--- src/rtl/pattern_count_ctrl.sv ---
// pattern_count_ctrl: counts 5-bit pattern hits in a byte message held in data memory.
// Result bytes ctb, cto and cts are written back after the pattern byte.
module pattern_count_ctrl #(
  parameter int PAT_ADDR = 32,
  parameter int RES_ADDR = 33,
  parameter int NBYTES = 32
) (
  input  logic       Clk,
  input  logic       Reset,
  input  logic       Start,
  output logic       Ack,
  output logic [7:0] MemAddr,
  output logic       MemWrEn,
  output logic [7:0] MemWrData,
  input  logic [7:0] MemRdData
);
  typedef enum logic [3:0] {IDLE, PAT_RD, PAT_LD, BYTE_RD, BYTE_CMP, WR_CTB, WR_CTO, WR_CTS, DONE} state_t;
  state_t state, next;
  logic [4:0] p;
  logic [7:0] ctb, cto, cts, prev, i;
  logic [3:0] in_m, x_m;
  logic [2:0] in_hits, x_hits;

  always_ff @(posedge Clk or posedge Reset)
    if (Reset) state <= IDLE;
    else state <= next;

  always_ff @(posedge Clk or posedge Reset)
    if (Reset) begin
      p <= '0;
      ctb <= '0;
      cto <= '0;
      cts <= '0;
      prev <= '0;
      i <= '0;
    end else if (state == PAT_LD) begin
      p <= MemRdData[7:3];
      ctb <= '0;
      cto <= '0;
      cts <= '0;
      prev <= '0;
      i <= '0;
    end else if (state == BYTE_CMP) begin
      ctb <= ctb + 8'(in_hits);
      cto <= cto + 8'(in_hits != 3'd0);
      cts <= cts + 8'(in_hits) + 8'(x_hits);
      prev <= MemRdData;
      i <= i + 8'd1;
    end

  always_comb begin
    in_m = {MemRdData[7:3] == p, MemRdData[6:2] == p, MemRdData[5:1] == p, MemRdData[4:0] == p};
    // Windows straddling the previous byte; none exist for the first byte.
    x_m = (i == 8'd0) ? 4'b0 : {{prev[3:0], MemRdData[7]} == p, {prev[2:0], MemRdData[7:6]} == p,
                                {prev[1:0], MemRdData[7:5]} == p, {prev[0], MemRdData[7:4]} == p};
    in_hits = 3'(in_m[0]) + 3'(in_m[1]) + 3'(in_m[2]) + 3'(in_m[3]);
    x_hits = 3'(x_m[0]) + 3'(x_m[1]) + 3'(x_m[2]) + 3'(x_m[3]);
    next = state;
    case (state)
      IDLE, DONE: next = Start ? PAT_RD : state;
      PAT_RD:     next = PAT_LD;
      PAT_LD:     next = BYTE_RD;
      BYTE_RD:    next = BYTE_CMP;
      BYTE_CMP:   next = (i < 8'(NBYTES - 1)) ? BYTE_RD : WR_CTB;
      WR_CTB:     next = WR_CTO;
      WR_CTO:     next = WR_CTS;
      WR_CTS:     next = DONE;
      default:    next = IDLE;
    endcase
    MemAddr = (state == PAT_RD) ? 8'(PAT_ADDR) :
              (state == BYTE_RD) ? i :
              (state == WR_CTB) ? 8'(RES_ADDR) :
              (state == WR_CTO) ? 8'(RES_ADDR + 1) :
              (state == WR_CTS) ? 8'(RES_ADDR + 2) : 8'd0;
    MemWrEn = (state == WR_CTB) || (state == WR_CTO) || (state == WR_CTS);
    MemWrData = (state == WR_CTB) ? ctb :
                (state == WR_CTO) ? cto :
                (state == WR_CTS) ? cts : 8'd0;
    Ack = (state == DONE);
  end
endmodule
--- config.mk ---
export PLATFORM = sky130hd
export DESIGN_NAME = pattern_count_ctrl
export DESIGN_NICKNAME = d
export VERILOG_FILES = /design/src/rtl/pattern_count_ctrl.sv
export SDC_FILE = /design/constraint.sdc
export NUM_CORES = 1
export LEC_CHECK = 0
export CAP_MARGIN = 25
export CORE_ASPECT_RATIO = 1.75
export CORE_MARGIN = 8
export CORE_UTILIZATION = 45
export DETAILED_ROUTE_END_ITERATION = 8
export GPL_TIMING_DRIVEN = 1
export HOLD_SLACK_MARGIN = 0.12
export PLACE_DENSITY_LB_ADDON = 0.2
export REMOVE_ABC_BUFFERS = 1
export SETUP_SLACK_MARGIN = 0.3
export SLEW_MARGIN = 10
export SYNTH_ARGS = -nofsm -noshare
export SYNTH_HDL_FRONTEND = slang
export SYNTH_SLANG_ARGS = --single-unit
--- constraint.sdc ---
create_clock -name Clk -period 9.6 [get_ports Clk]
set_input_delay 1.92 -clock Clk [delete_from_list [all_inputs] [get_ports Clk]]
set_output_delay 1.92 -clock Clk [all_outputs]
set_load 0.05 [all_outputs]
==> run_results.csv <==
group,metric,value,unit
synth,synth_edf_count,0,
synth,ys_top_cells_by_area,"dfrtp_1, xnor2_1, ha_1",
clocking,post_cts_resize_count,0,
drt,first_iter_violations,143,
clocking,post_cts_buffers,0,
synth,yosysMostFrequentCell,"nand2_1",
power,ir_worst_vdd,0.136,mV
timing,drv_slew,0,
clocking,cts_num_sinks,45,
layout,diodes,0,
setup_path,path_buf_inv,2,
layout,multi_input_area,1990,µm²
timing,finalCritPeriodShare,60.5,%
layout,regArea,1130,µm²
synth,yosysWarnings,0,
placed_design,hpwlAfterDp,5.99,mm
drt,wl_per_cell,17.2,µm
die,rows,41,
setup_path,crit_top_cell,"ha_1",
synth,ys_seq_area_share,33.9,%
clocking,insertion_delay,0.29,ns
synth,yosysTopAreaCell,"dfrtp_1",
global_route,grt_pass1_wl,13.8,mm
setup_path,startpoint_type,"input pin",
global_route,grt_overflow_total,0,
setup_path,max_stage_delay,0.56,ns
clocking,clock_path_buffers,2,
synth,ys_dominant_reg_cell,"dfrtp_1",
drt,drc,0,
setup_path,required,9.80,ns
layout,nets,421,
setup_path,crit_family,"adder cells",
power,static-leakage-power,1.79,nW
clocking,cts.reportedPaths.clkPinSlew,0.06,ns
layout,num-fill-cells,689,
setup_path,worst_path_max_delay_cell,"clkdlybuf4s50_1",
clocking,cts_buffers,5,
timing,fmax,172,MHz
die,ios,29,
timing,fin_tns_setup,0,ns
synth,yosysUniqueCellTypes,53,
timing,fin_skew,0.00947,ns
flow_run,max-cap-violations,0,
drt,via_per_inst,5.68,
setup_path,critical_path_class,"in2reg",
die,initial_core_util,46.3,%
global_route,antenna_found_initial,0,
synth,netlist_instances,374,
die,die_x,81.0,µm
global_route,grt_max_degree,46,
timing,min_period,5.81,ns
timing,setup_violations,0,
timing,tightest_slew,0.873,ns
timing,whs,0.510,ns
status,status,"completed",
die,die-area,10500,µm²
placed_design,portBuffers,28,
layout,final_util,52.8,%
placed_design,gp_congestion,0.850,
drt,dr.pass1.iters,4,
setup_path,end_kind,"register",
clocking,cts-htree-levels,2,
setup_path,path_max_fanout,6,
global_route,met3_usage,3.10,%
global_route,grtUsageMet1,18.7,%
synth,ys_ff_latch,45,
drt,finalWirelength,8.17,mm
power,power_density,242,nW/µm²
drt,vias,2691,
clocking,cts_root_buf,"clkbuf_16",
setup_path,cp.arrival,6.01,ns
clocking,cts_hold_buf,0,
synth,yosysTopAreaCellShare,33.9,%
clocking,cts_tree,"yes",
die,core-area,7180,µm²
min_path,min_path_type,"reg2reg",
layout,drive_above_1_share,5.15,%
global_route,top_usage_layer,"met2",
synth,synth.top_cells.by_count,"nand2_1, dfrtp_1, xnor2_1, xor2_1, inv_1",
synth,syn-cell-area,3320,µm²
layout,area_growth,14.1,%
global_route,grt.total_usage,16.7,%
timing,hold_viol_final,0,
die,chipHeight,130,µm
synth,synthArstFlopShare,100,%
global_route,met2_usage,30.5,%
global_route,grt_pass1_vias,2728,
drt,ant_nets,0,
timing,rsz0062_at_grt,"false",
timing,maxSlewHeadroom,41.6,%
setup_path,cp_cell_sequence,"clkdlybuf4s50_1 -> xor2_1 -> nor3_1 -> nand3_1 -> fa_1 -> inv_1 -> ha_1 -> ha_1 -> ha_1 -> ha_1 -> ha_1 -> a211oi_1 -> nor2_1 -> o311ai_0 -> mux2i_1",
synth,avgSynthCellArea,8.89,µm²
==> cell usage in the layout, fill, tap and decap left out, drive strengths merged, types with 12 or more instances in the layout <==
cell / count
o21ai: 12
nand3: 14
a21oi: 19
nand2: 49
xor2: 24
clkdlybuf4s50: 28
nor3: 15
inv: 21
nor2: 17
dfrtp: 45
ha: 18
xnor2: 26
==> routing by layer <==
| layer | vias to the layer above | share of wire, % |
|---|---|---|
| met1 | 1309 | 39 |
| met5 | - | 0 |
| met3 | 9 | 4.3 |
| li1 | 1320 | - |
| met4 | 0 | 1.6 |
| met2 | 53 | 55 |
==> worst paths after layout <==
check	depth (start not counted)	endpoint	start	slack [ns]
setup / recovery	15	cts[5]$_DFFE_PP0P_	MemRdData[4]	3.79
min in group asynchronous	2	i[4]$_DFFE_PP0P_	Reset	1.97
max in group asynchronous	3	cts[4]$_DFFE_PP0P_	Reset	7.12
setup reg to reg	14	cts[5]$_DFFE_PP0P_	p[1]$_DFFE_PP0P_	5.34
hold reg to reg	1	cts[7]$_DFFE_PP0P_	cts[7]$_DFFE_PP0P_	0.51
hold / removal	1	cts[7]$_DFFE_PP0P_	cts[7]$_DFFE_PP0P_	0.51
==> report_power, final <==
group | internal [mW] | leakage, nW | total, mW | switching (mW)
logic | 0.158 | 1.10 | 0.394 | 0.236
registers | 0.226 | 0.610 | 0.322 | 0.0953
clock network | 0.130 | 0.0841 | 0.203 | 0.0726
==> flip-flops by register name, summed over array words and instances (netlist names) <==
| register | flops |
|---|---|
| i | 8 |
| prev | 4 |
| cts | 8 |
| p | 5 |
| ctb | 8 |
| state | 4 |
| cto | 8 |
==> area by class of cell <==
| class | count | share of cell area (%) |
|---|---|---|
| inverter | 21 | 2.08 |
| tap | 86 | 2.84 |
| clock buffer | 7 | 3.76 |
| clock inverter | 1 | 0.792 |
| sequential | 45 | 29.7 |
| timing repair buffer | 31 | 8.31 |
| multi-input combinational | 283 | 52.5 |
==> cells by family (layout without fill, tap and decap cells) <==
kind of cell	Yosys count	after routing	share of synthesized area, %
compound gates	67	67	14.0
xor+xnor	50	50	13.2
fa+ha+maj	23	23	9.79
buf+inv	46	60	6.21
flops	45	45	33.9
mux	5	5	1.51
simple gates	138	138	21.5
==> metrics by stage <==
step	setup WS (ns)	cells	power, mW	instance area [µm²]
after global routing	3.52	474	0.982	3790
after detailed placement	3.51	465	0.721	3600
after global placement	3.56	465	0.711	3600
after floorplan	4.29	349	0.591	3200
after CTS	3.79	473	0.929	3770
final	3.79	474	0.918	3790
Power figures use the tool's default switching activity.
